<file path="src/rtl/hazard_stall_controller_if.sv">
// Pipeline-side bundle for the hazard/stall controller: hazard operands in,
// stage-register enables/clears and statistics out.
interface hazard_stall_controller_if #(
    parameter int CNT_W = 16
);
    logic             fwd_en;
    logic [3:0]       id_src_1;
    logic [3:0]       id_src_2;
    logic             id_two_src;
    logic [3:0]       ex_dst;
    logic             ex_wb_en;
    logic             ex_mem_r_en;
    logic [3:0]       mem_dst;
    logic             mem_wb_en;
    logic             mem_req;
    logic             mem_ready;
    logic             branch_taken;
    logic             freeze_if;
    logic             bubble_ex;
    logic             freeze_all;
    logic             flush;
    logic [CNT_W-1:0] stall_count;
    logic             timeout_err;

    modport master (
        output fwd_en, id_src_1, id_src_2, id_two_src, ex_dst, ex_wb_en,
               ex_mem_r_en, mem_dst, mem_wb_en, mem_req, mem_ready, branch_taken,
        input  freeze_if, bubble_ex, freeze_all, flush, stall_count, timeout_err
    );

    modport slave (
        input  fwd_en, id_src_1, id_src_2, id_two_src, ex_dst, ex_wb_en,
               ex_mem_r_en, mem_dst, mem_wb_en, mem_req, mem_ready, branch_taken,
        output freeze_if, bubble_ex, freeze_all, flush, stall_count, timeout_err
    );
endinterface

</file>
<file path="src/rtl/hazard_stall_controller.sv">
// Hazard/stall sequencing for the 5-stage core: RAW stall with bubble,
// whole-pipe freeze on SRAM wait with timeout, and branch flush.
//
// state    | meaning
// RUN      | normal flow; may stall, flush, or freeze on a same-cycle SRAM miss
// MEM_WAIT | SRAM access outstanding; whole pipeline frozen
// ERR      | SRAM never answered; frozen until reset
module hazard_stall_controller #(
    parameter int MEM_TIMEOUT = 15,
    parameter int CNT_W       = 16
) (
    input  logic                     clk,
    input  logic                     rst,
    hazard_stall_controller_if.slave bus
);
    typedef enum logic [1:0] {RUN, MEM_WAIT, ERR} state_t;

    localparam int              WAIT_W    = $clog2(MEM_TIMEOUT + 1);
    localparam logic [WAIT_W-1:0] WAIT_LOAD = WAIT_W'(MEM_TIMEOUT - 1);

    state_t            state;
    logic [WAIT_W-1:0] wait_left;
    logic [CNT_W-1:0]  stall_cnt_q;
    logic              timeout_err_q;

    logic match_ex;
    logic match_mem;
    logic raw;
    logic mem_hold;
    logic freeze_all_c;
    logic flush_c;
    logic stall_c;

    always_comb begin
        match_ex  = (bus.ex_dst == bus.id_src_1) ||
                    (bus.id_two_src && (bus.ex_dst == bus.id_src_2));
        match_mem = (bus.mem_dst == bus.id_src_1) ||
                    (bus.id_two_src && (bus.mem_dst == bus.id_src_2));
        if (bus.fwd_en)
            raw = bus.ex_wb_en & bus.ex_mem_r_en & match_ex;
        else
            raw = (bus.ex_wb_en & match_ex) | (bus.mem_wb_en & match_mem);

        mem_hold = (state == MEM_WAIT) || (state == ERR) ||
                   ((state == RUN) && bus.mem_req && !bus.mem_ready);

        // One action per cycle: memory freeze beats branch flush beats RAW stall.
        freeze_all_c = !rst && mem_hold;
        flush_c      = !rst && bus.branch_taken && !mem_hold;
        stall_c      = !rst && raw && !mem_hold && !bus.branch_taken;
    end

    assign bus.freeze_all  = freeze_all_c;
    assign bus.flush       = flush_c;
    assign bus.freeze_if   = stall_c;
    assign bus.bubble_ex   = stall_c;
    assign bus.stall_count = rst ? '0 : stall_cnt_q;
    assign bus.timeout_err = rst ? 1'b0 : timeout_err_q;

    always_ff @(posedge clk) begin
        if (rst) begin
            state         <= RUN;
            wait_left     <= '0;
            stall_cnt_q   <= '0;
            timeout_err_q <= 1'b0;
        end else begin
            if ((freeze_all_c || stall_c) && (stall_cnt_q != '1))
                stall_cnt_q <= stall_cnt_q + 1'b1;

            // wait_left counts down the MEM_WAIT cycles still allowed.
            case (state)
                RUN: begin
                    if (bus.mem_req && !bus.mem_ready) begin
                        state     <= MEM_WAIT;
                        wait_left <= WAIT_LOAD;
                    end
                end
                MEM_WAIT: begin
                    if (bus.mem_ready) begin
                        state <= RUN;
                    end else if (wait_left == '0) begin
                        state         <= ERR;
                        timeout_err_q <= 1'b1;
                    end else begin
                        wait_left <= wait_left - 1'b1;
                    end
                end
                ERR: begin
                    state <= ERR;
                end
                default: begin
                    state <= RUN;
                end
            endcase
        end
    end
endmodule
</file>
<file path="src/flat_wrapper.sv">
// flat-port wrapper written by rule: the top's interface ports become plain ports
module hazard_stall_controller_flat 
#(
    parameter int MEM_TIMEOUT = 15,
    parameter int CNT_W       = 16
)
  (clk, rst, bus_fwd_en, bus_id_src_1, bus_id_src_2, bus_id_two_src, bus_ex_dst, bus_ex_wb_en, bus_ex_mem_r_en, bus_mem_dst, bus_mem_wb_en, bus_mem_req, bus_mem_ready, bus_branch_taken, bus_freeze_if, bus_bubble_ex, bus_freeze_all, bus_flush, bus_stall_count, bus_timeout_err);
  hazard_stall_controller_if #(.CNT_W(CNT_W)) bus_i ();
  input  logic clk;
  input  logic rst;
  input wire logic [$bits(bus_i.fwd_en)-1:0] bus_fwd_en;
  input wire logic [$bits(bus_i.id_src_1)-1:0] bus_id_src_1;
  input wire logic [$bits(bus_i.id_src_2)-1:0] bus_id_src_2;
  input wire logic [$bits(bus_i.id_two_src)-1:0] bus_id_two_src;
  input wire logic [$bits(bus_i.ex_dst)-1:0] bus_ex_dst;
  input wire logic [$bits(bus_i.ex_wb_en)-1:0] bus_ex_wb_en;
  input wire logic [$bits(bus_i.ex_mem_r_en)-1:0] bus_ex_mem_r_en;
  input wire logic [$bits(bus_i.mem_dst)-1:0] bus_mem_dst;
  input wire logic [$bits(bus_i.mem_wb_en)-1:0] bus_mem_wb_en;
  input wire logic [$bits(bus_i.mem_req)-1:0] bus_mem_req;
  input wire logic [$bits(bus_i.mem_ready)-1:0] bus_mem_ready;
  input wire logic [$bits(bus_i.branch_taken)-1:0] bus_branch_taken;
  output wire logic [$bits(bus_i.freeze_if)-1:0] bus_freeze_if;
  output wire logic [$bits(bus_i.bubble_ex)-1:0] bus_bubble_ex;
  output wire logic [$bits(bus_i.freeze_all)-1:0] bus_freeze_all;
  output wire logic [$bits(bus_i.flush)-1:0] bus_flush;
  output wire logic [$bits(bus_i.stall_count)-1:0] bus_stall_count;
  output wire logic [$bits(bus_i.timeout_err)-1:0] bus_timeout_err;
  assign bus_i.fwd_en = bus_fwd_en;
  assign bus_i.id_src_1 = bus_id_src_1;
  assign bus_i.id_src_2 = bus_id_src_2;
  assign bus_i.id_two_src = bus_id_two_src;
  assign bus_i.ex_dst = bus_ex_dst;
  assign bus_i.ex_wb_en = bus_ex_wb_en;
  assign bus_i.ex_mem_r_en = bus_ex_mem_r_en;
  assign bus_i.mem_dst = bus_mem_dst;
  assign bus_i.mem_wb_en = bus_mem_wb_en;
  assign bus_i.mem_req = bus_mem_req;
  assign bus_i.mem_ready = bus_mem_ready;
  assign bus_i.branch_taken = bus_branch_taken;
  assign bus_freeze_if = bus_i.freeze_if;
  assign bus_bubble_ex = bus_i.bubble_ex;
  assign bus_freeze_all = bus_i.freeze_all;
  assign bus_flush = bus_i.flush;
  assign bus_stall_count = bus_i.stall_count;
  assign bus_timeout_err = bus_i.timeout_err;
  hazard_stall_controller #(.MEM_TIMEOUT(MEM_TIMEOUT), .CNT_W(CNT_W)) u_core (.clk(clk), .rst(rst), .bus(bus_i));
endmodule
</file>
<file path="config.mk">
export PLATFORM = sky130hd
export DESIGN_NAME = hazard_stall_controller_flat
export DESIGN_NICKNAME = d
export VERILOG_FILES = /design/src/rtl/hazard_stall_controller_if.sv /design/src/rtl/hazard_stall_controller.sv /design/src/flat_wrapper.sv
export SDC_FILE = /design/constraint.sdc
export NUM_CORES = 1
export LEC_CHECK = 0
export BUFFER_PORTS_ARGS = -buffer_cell sky130_fd_sc_hd__clkbuf_2
export CAP_MARGIN = 20
export CORE_MARGIN = 2
export CORE_UTILIZATION = 52
export DETAILED_ROUTE_END_ITERATION = 16
export PLACE_DENSITY = 0.9
export SYNTH_ARGS = -nofsm -noshare
export SYNTH_HDL_FRONTEND = slang
export SYNTH_SLANG_ARGS = --single-unit
</file>
<file path="constraint.sdc">
create_clock -name clk -period 2.9 [get_ports clk]
set_input_delay 0.58 -clock clk [delete_from_list [all_inputs] [get_ports clk]]
set_output_delay 0.58 -clock clk [all_outputs]
set_load 0.02 [all_outputs]
</file>
==> results of run 1 <==
[cell usage after synthesis, drive strengths merged]
cell     instances
or4              8
and2             3
a41oi            1
nor3            10
inv             11
a211o            1
a21oi           11
or2              2
a2111oi          1
nand2           12
dfxtp           23
nand3b           1
o21ai            6
a21boi           1
or4b             1
mux2             7
nor4             5
and3             1
o2111ai          1
nor2b           15
clkbuf           5
o21bai           1
nor3b            1
a211oi           1
nand4b           1
o22ai            1
xor2             6
or3              3
ha               5
xnor2           12
nand3            9
a311oi           1
nand2b           1
and2b            1
buf              4
o31ai            6
nand4            8
o2bb2ai          1
nor2            21
[area by class of cell]
class | count | area [sq um] | area share [%]
Clock buffer | 3 | 22.5 | 1.17
Timing Repair Buffer | 47 | 238 | 12.3
Tap cell | 44 | 55.1 | 2.86
Sequential cell | 23 | 460 | 23.9
Clock inverter | 1 | 5.00 | 0.260
Inverter | 11 | 41.3 | 2.14
Multi-Input combinational cell | 166 | 1100 | 57.3
[cell families after synthesis]
| kind of cell | after synthesis | share of synthesized area [%] |
|---|---|---|
| and+or+nand+nor | 103 | 35.9 |
| AOI/OAI and AO/OA | 33 | 12.8 |
| DFF | 23 | 27.8 |
| buffers and inverters | 20 | 5.37 |
| xor gates and xnor gates | 18 | 9.53 |
| muxes | 7 | 4.77 |
| adders and majority gates | 5 | 3.78 |
[final timing paths]
| kind | startpoint | to | slack (ns) | cells after the start |
|---|---|---|---|---|
| max | bus_id_src_1[2] | bus_freeze_if | 0.31 | 7 |
| min | u_core.timeout_err_q | u_core.timeout_err_q | 0.50 | 2 |
| max reg2reg | u_core.state[0] | u_core.stall_cnt_q[0] | 0.50 | 6 |
| min reg2reg | u_core.timeout_err_q | u_core.timeout_err_q | 0.50 | 2 |
[metrics by stage]
step / power (W) / cells / utilization (%) / setup slack (ns) / cell area (sq um)
after floorplan: 0.000566 / 209 / - / 0.189 / 1650
after global placement: 0.000617 / 291 / 62.7 / 0.356 / 1900
after detailed placement: 0.000625 / 291 / 62.7 / 0.309 / 1900
after CTS: 0.000776 / 295 / 63.6 / 0.316 / 1930
after global routing: 0.000824 / 295 / 63.6 / 0.141 / 1930
final: 0.000767 / 295 / 63.6 / 0.314 / 1930
[registers in the layout (all words and copies together), names as in the netlist]
name                  count
u_core.stall_cnt_q       16
u_core.wait_left          4
u_core.timeout_err_q      1
u_core.state              2
[worst max-delay path, delay by kind of cell]
family          cells  cell delay (ns)
simple gates        2             0.53
xor+xnor            1             0.15
compound gates      2             0.42
buf+inv             2             0.32
[layout by cell type, fill, tap and decap left out, drive strengths merged, types with 5 or more instances in the layout]
master / Yosys / layout
a21oi: 11 / 11
clkbuf: 5 / 49
dfxtp: 23 / 23
ha: 5 / 5
inv: 11 / 11
mux2: 7 / 7
nand2: 12 / 12
nand3: 9 / 9
nand4: 8 / 8
nor2: 21 / 21
nor2b: 15 / 15
nor3: 10 / 10
nor4: 5 / 5
o21ai: 6 / 6
o31ai: 6 / 6
or4: 8 / 8
xnor2: 12 / 12
xor2: 6 / 6
[metal layers]
| metal | wire length [microns] | vias up | GRT usage [%] |
|---|---|---|---|
| met3 | 130 | 2 | 3.84 |
| li1 | - | 834 | - |
| met2 | 1740 | 26 | 36.8 |
| met4 | 19 | 0 | 6.03 |
| met1 | 1620 | 752 | 28.0 |
| met5 | 0 | - | 0 |
[power breakdown]
group | switching, W | internal [W]
Clock | 0.0000965 | 0.0000516
Sequential | 0.0000137 | 0.000337
Combinational | 0.000159 | 0.000109
==> impl_metrics.ini, run 1 <==
[timing]
rsz0062_at_grt = false
slew_viol_final = 0
finalCritPeriodShare_pct = 89.2
whs_ns = 0.502
max_freq_mhz = 387
skew_ns = 0.00375
setup_violations = 0
relSlewSlack_pct = 36.4
worstMarginPinSlew_ns = 0.949
finalCriticalPeriod_ns = 2.59
timing.setup.tns_ns = 0
hold_viol = 0

[grt]
grt_pass1_vias = 1472
grt_max_degree = 32
grt_pass1_wl_microns = 6090
grt_util_all_layers_pct = 21.5
antenna_found_initial = 0
grt_overflow = 0

[critical_path]
arrival_ns = 2.01
worstPathMaxFanout = 6
slowest_stage = nor4_1
critPathKind = in -> out
slowest_delay_ns = 0.30
required_ns = 2.32
critPathMostFrequentCell = clkbuf_2
start_kind = primary input
worst_setup_path_end_kind = output port
cp_cell_sequence = clkbuf_2 > xor2_1 > nor4_1 > o2bb2ai_1 > o21bai_1 > nor3_1 > clkbuf_2

[clocking]
clk_latency_ns = 0.31
cts_resized = 0
numCtsBuffers = 3
cts_tree = built
cts-root-buf = clkbuf_4
post_cts_buffers = 0
max-clock-path-buffers = 2
hold_buffers = 0
path_clk_slew_ns = 0.12
clock-sinks = 23
htreeDepth = 1

[floorplanning]
coreArea_sq_mm = 0.00303
design.die.area_sq_mm = 0.00365
ios = 47
rows = 20
start_util_pct = 54.6
die_h_microns = 60.4
die_w_microns = 60.4

[synthesis]
ys_top_cells_by_area = dfxtp_1 (28%), xnor2_1 (6.4%), nor2b_1 (5.3%)
yosysTopAreaCellShare_pct = 27.8
ys_ff_latch = 23
ys_seq_area_share_pct = 27.8
yosysWarningCount = 0
netlist_area_sq_mm = 0.00165
synth_cells = 209
synth_cell_types = 46
syn_avg_cell_area_sq_um = 7.91
synthesis.nets = 240
synth_area_leader_cell = dfxtp_1

[routing]
wl_per_cell_microns = 11.9
first_iter_violations = 70
ant_nets = 0
vias = 1614
drt-total-wl_microns = 3510
firstDrtPassIters = 5
drcViolationCount = 0
via_per_inst = 5.47

[layout]
drive_above_1_share_pct = 26.7
diodes = 0
synthToLayoutAreaGrowth_pct = 16.5
final_nets = 283
nFillCells = 276

[power_and_ir_drop]
power_density_mw_per_mm2 = 398
p_leak_nw = 0.776
ir_worst_vdd_uv = 299

[placement]
numPortBuffers = 46
gp_congestion = 0.857
dp_hpwl_microns = 2740

[min_path]
hold_path.class = reg -> reg

[run]
cap_violations = 0

[outcome]
status = finished clean
Note: power is estimated with default switching activity, not from simulation.
==> inputs of run 2 (changes only) <==
--- a/config.mk
+++ b/config.mk
@@ -5,10 +5,11 @@
 export SDC_FILE = /design/constraint.sdc
 export NUM_CORES = 1
 export LEC_CHECK = 0
+export ABC_AREA = 1
 export BUFFER_PORTS_ARGS = -buffer_cell sky130_fd_sc_hd__clkbuf_2
 export CAP_MARGIN = 20
 export CORE_MARGIN = 2
-export CORE_UTILIZATION = 52
+export CORE_UTILIZATION = 53
 export DETAILED_ROUTE_END_ITERATION = 16
 export PLACE_DENSITY = 0.9
 export SYNTH_ARGS = -nofsm -noshare
==> impl_metrics.ini, run 2 <==
[layout]
largest_reg_flops = 16
nFillCells = 329
final_nets = 366
register_area_sq_um = 460
largest-register = u_core.stall_cnt_q
diodes = 0
final_cell_mix = nand2_1 (74), inv_1 (46), clkbuf_2 (46)
layout.cells.non_filler = 380
post-route-cell-area_sq_mm = 0.00214
drive_above_1_share_pct = 24.3
final_util_pct = 63.7
multi_input_comb_area_sq_mm = 0.00118
synthToLayoutAreaGrowth_pct = 14.7
layout_commonest_cell = nand2_1
top_regs = u_core.stall_cnt_q: 16 flops, u_core.wait_left: 4 flops, u_core.state: 2 flops

[synthesis]
synth_cells = 291
synthesis.nets = 322
ys_seq_area_share_pct = 24.6
ys_top_cells_by_area = dfxtp_1 (25%), nand2_1 (15%), inv_1 (9.2%)
synth_edf_count = 0
synth_cell_types = 28
syn_avg_cell_area_sq_um = 6.42
netlist_area_sq_mm = 0.00187
synth_top_family_by_area = simple AND/OR/NAND/NOR gates
ys_ff_latch = 23
synth-xor-area-share_pct = 8.43
async_flop_share_pct = 0
synth_flop_cell = dfxtp_1
yosysWarningCount = 0
synth_adder_area_share_pct = 3.35
synth-simple-area-share_pct = 41.0
synth_area_leader_cell = dfxtp_1
yosysTopAreaCellShare_pct = 24.6
synthMuxAreaShare_pct = 0
yosysMostFrequentCell = nand2_1
synthTopCellsByCount = nand2_1 (74), inv_1 (46), nor2_1 (39), dfxtp_1 (23), xor2_1 (17)
synth_compound_area_share_pct = 10.4

[grt]
grt_pass1_wl_microns = 7070
grt_util_all_layers_pct = 21.3
antenna_found_initial = 0
grt_overflow = 0
grt_pass1_vias = 1740
grt_max_degree = 33

[floorplanning]
start_util_pct = 55.6
rows = 21
die_w_microns = 63.4
design.die.area_sq_mm = 0.00402
ios = 47
coreArea_sq_mm = 0.00336
die_h_microns = 63.4

[power_and_ir_drop]
p_leak_nw = 1.04
p_int_w = 0.000485
p_switching_w = 0.000294
pwr-share-comb_pct = 34.6
ir_worst_vdd_uv = 243
sw_frac_of_total_pct = 37.8
power_frac_clock_pct = 19.6
p_seq_share_pct = 45.9
power_density_mw_per_mm2 = 364

[routing]
wl_per_cell_microns = 10.7
first_iter_violations = 81
via_per_inst = 4.99
drcViolationCount = 0
drt-total-wl_microns = 4070
firstDrtPassIters = 4
ant_nets = 0
vias = 1897

[timing]
finalCriticalPeriod_ns = 2.43
relSlewSlack_pct = 73.9
slew_viol_final = 0
setup_violations = 0
finalCritPeriodShare_pct = 83.9
worstMarginPinSlew_ns = 0.388
timing.setup.tns_ns = 0
rsz0062_at_grt = false
skew_ns = 0.00416
max_freq_mhz = 411
worst_slack_ns = 0.468
hold_viol = 0

[run]
cap_violations = 0

[placement]
dp_hpwl_microns = 3150
place_area_sq_mm = 0.00212
dp_slack_ns = 0.744
gp_congestion = 0.872
dp_cells = 376
numPortBuffers = 46

[critical_path]
slowest_delay_ns = 0.36
worst_setup_path_end_kind = output port
arrival_ns = 1.85
slowest_stage = dfxtp_1
worstPathMaxFanout = 4
critPathMostFrequentCell = inv_1
cp_cell_sequence = inv_1 > ha_1 > nand3_1 > inv_2 > or2_4 > nor3_2 > nand2_1 > inv_1 > clkbuf_2
critPathKind = reg -> out
required_ns = 2.32
start_kind = register

[clocking]
clk_latency_ns = 0.32
numCtsBuffers = 3
cts_resized = 0
max-clock-path-buffers = 2
clock-sinks = 23
hold_buffers = 0
path_clk_slew_ns = 0.13
cts_tree = built
post_cts_buffers = 0
cts-root-buf = clkbuf_4
htreeDepth = 1

[min_path]
hold_path.class = reg -> reg

[outcome]
status = finished clean
## run 2: cell types whose count changed in the layout (fill, tap and decap cells not counted), sizes merged, moves of 7 or more
cell	change
a21oi	+8
inv	+37
mux2	-7
nand2	+65
nand3	+17
nor2	+18
nor2b	-15
or4	-8
xnor2	-11
xor2	+11
## run 2: worst paths after layout
kind / cells past startpoint / slack, ns / from / end
hold reg to reg: 2 / 0.47 / u_core.stall_cnt_q[15] / u_core.stall_cnt_q[15]
setup / recovery: 9 / 0.47 / u_core.state[0] / bus_freeze_if
setup reg to reg: 8 / 0.82 / u_core.stall_cnt_q[0] / u_core.stall_cnt_q[12]
hold / removal: 2 / 0.47 / u_core.stall_cnt_q[15] / u_core.stall_cnt_q[15]
## run 2: power by group through the flow
stage               Sequential [W]  Clock [W]  Combinational (W)
CTS                       0.000357   0.000157           0.000269
global route              0.000360   0.000165           0.000307
detailed placement        0.000363          0           0.000268
floorplan                 0.000359          0           0.000207
global placement          0.000362          0           0.000260
finish                    0.000358   0.000153           0.000269
## run 2: cells by family after synthesis
logic type / Yosys count
AO/OA/AOI/OAI: 30
flip-flops: 23
AND/OR/NAND/NOR: 159
adder cells (fa/ha/maj): 5
XOR/XNOR: 18
buffers and inverters: 56
## run 2: per-stage QoR
step,total power [W],hold WS [ns]
detailed placement,0.000632,0.452
floorplan,0.000566,0.439
global route,0.000832,0.518
global placement,0.000622,0.450
CTS,0.000783,0.471
finish,0.000780,0.472
## run 2: critical path, delay by kind of cell (launching register included)
kind	cells	cell delay, ns
adders and majority gates	1	0.23
buffers and inverters	4	0.37
DFF	1	0.36
and+or+nand+nor	4	0.56
## run 2: metal layers
layer | track usage, % | wire length (microns) | up-vias
met3 | 2.68 | 212 | 7
met4 | 7.07 | 51 | 0
met5 | 0 | 0 | -
met2 | 39.1 | 2000 | 54
met1 | 25.3 | 1800 | 841
li1 | - | - | 995
## run 2: final cells by class
class / instances / share of cell area [%]
Multi-Input combinational cell: 212 / 55.0
Sequential cell: 23 / 21.5
Timing Repair Buffer: 47 / 11.1
Inverter: 48 / 8.41
Tap cell: 46 / 2.69
Clock buffer: 3 / 1.05
Clock inverter: 1 / 0.234
==> inputs of run 3 (changes only) <==
==> constraint.sdc (replaced) <==
create_clock -name clk -period 2.5 [get_ports clk]
set_input_delay 0.5 -clock clk [delete_from_list [all_inputs] [get_ports clk]]
set_output_delay 0.5 -clock clk [all_outputs]
set_load 0.02 [all_outputs]
==> impl_metrics.ini, run 3 (synthesized netlist as in run 2, its figures left out) <==
[routing]
first_iter_violations = 62
wl_per_cell_microns = 10.5
drcViolationCount = 0
via_per_inst = 5.03
firstDrtPassIters = 5
ant_nets = 0
drt-total-wl_microns = 4000
vias = 1916

[clocking]
cts-root-buf = clkbuf_4
clk_latency_ns = 0.32
max-clock-path-buffers = 2
clock-sinks = 23
hold_buffers = 0
path_clk_slew_ns = 0.13
htreeDepth = 1
numCtsBuffers = 3
cts_tree = built

[timing]
worstMarginPinSlew_ns = 0.420
max_freq_mhz = 434
hold_viol = 0
finalCriticalPeriod_ns = 2.30
timing.setup.tns_ns = 0
setup_violations = 0
slew_viol_final = 0
relSlewSlack_pct = 71.7
skew_ns = 0.00285
finalCritPeriodShare_pct = 92.1
rsz0062_at_grt = false

[critical_path]
slowest_delay_ns = 0.35
arrival_ns = 1.80
start_kind = register
worstPathMaxFanout = 4
cp_cell_sequence = inv_1 > ha_1 > nand3_1 > inv_2 > or2_4 > nor3_2 > nand2_1 > inv_1 > buf_4
worst_setup_path_end_kind = output port
required_ns = 2.00
critPathKind = reg -> out
critPathMostFrequentCell = inv_1
slowest_stage = dfxtp_2

[layout]
final_cell_mix = nand2_1 (74), inv_1 (46), clkbuf_2 (44)
drive_above_1_share_pct = 24.8
layout_commonest_cell = nand2_1
largest-register = u_core.stall_cnt_q
final_nets = 367
diodes = 0
synthToLayoutAreaGrowth_pct = 15.4
top_regs = u_core.stall_cnt_q: 16 flops, u_core.wait_left: 4 flops, u_core.state: 2 flops
largest_reg_flops = 16

[outcome]
status = finished clean

[floorplanning]
rows = 21
coreArea_sq_mm = 0.00336
start_util_pct = 55.6
die_h_microns = 63.4
die_w_microns = 63.4
ios = 47
design.die.area_sq_mm = 0.00402

[grt]
grt_util_all_layers_pct = 21.6
grt_overflow = 0
grt_pass1_vias = 1848
grt_max_degree = 19
antenna_found_initial = 0
grt_pass1_wl_microns = 7230

[power_and_ir_drop]
p_leak_nw = 1.05
power_density_mw_per_mm2 = 419
power_w = 0.000903
ir_worst_vdd_uv = 406

[placement]
numPortBuffers = 46
gp_congestion = 0.844
dp_hpwl_microns = 3200

[run]
cap_violations = 0

[min_path]
hold_path.class = reg -> reg
## run 3: changes by cell type in the layout (fill, tap and decap cells not counted)
cell	before	now
dfxtp_2	0	1
buf_4	1	4
dfxtp_1	23	22
clkbuf_2	46	44
## run 3: layer usage
| metal | wire [microns] | share of wire (%) | vias up | GRT usage [%] |
|---|---|---|---|---|
| met2 | 2020 | 51 | 44 | 40.9 |
| met1 | 1730 | 43 | 866 | 24.3 |
| met4 | 53 | 1.3 | 0 | 8.42 |
| li1 | - | - | 1001 | - |
| met3 | 191 | 4.8 | 5 | 2.32 |
| met5 | 0 | 0 | - | 0 |
## run 3: repair_timing
action | in CTS | in global routing
resized for setup | 0 | 5
buffers inserted | 0 | 0
endpoints found under the hold margin | 0 | 0
endpoints found under the setup margin | 0 | 2
## run 3: power by group
part / switching (W) / internal, W
clock network: 0.000116 / 0.0000600
logic: 0.000204 / 0.000110
registers: 0.0000185 / 0.000395
## run 3: worst max-delay path, delay by kind of cell (launching register included)
kind                     cells  cell delay, ns
AND/OR/NAND/NOR              4            0.56
flip-flops                   1            0.35
adder cells (fa/ha/maj)      1            0.22
buffers and inverters        4            0.34
## run 3: path summary, 6_finish.rpt
kind / from / endpoint / slack, ns / depth (start not counted)
setup / recovery: u_core.state[0] / bus_bubble_ex / 0.20 / 9
hold / removal: u_core.timeout_err_q / u_core.timeout_err_q / 0.49 / 2
setup reg to reg: u_core.stall_cnt_q[0] / u_core.stall_cnt_q[9] / 0.46 / 8
hold reg to reg: u_core.timeout_err_q / u_core.timeout_err_q / 0.49 / 2
## run 3: area by class of cell
| class | count | area [sq um] |
|---|---|---|
| well taps | 46 | 57.6 |
| fillers | 330 | 1210 |
| flip-flops and latches | 23 | 462 |
| clock inverters | 1 | 5.00 |
| inverters | 48 | 180 |
| clock buffers | 3 | 22.5 |
| repair buffers | 48 | 250 |
| multi-input cells | 212 | 1180 |
## run 3: per-stage QoR
stage | instance area, sq um | instances | setup slack (ns) | hold slack, ns | util (%)
after floorplan | 1870 | 291 | 0.490 | 0.439 | -
after global placement | 2120 | 377 | 0.518 | 0.449 | 63.1
after detailed placement | 2120 | 377 | 0.491 | 0.466 | 63.1
after CTS | 2150 | 381 | 0.140 | 0.494 | 64.0
after global routing | 2160 | 381 | 0.0276 | 0.520 | 64.1
final | 2160 | 381 | 0.197 | 0.486 | 64.1
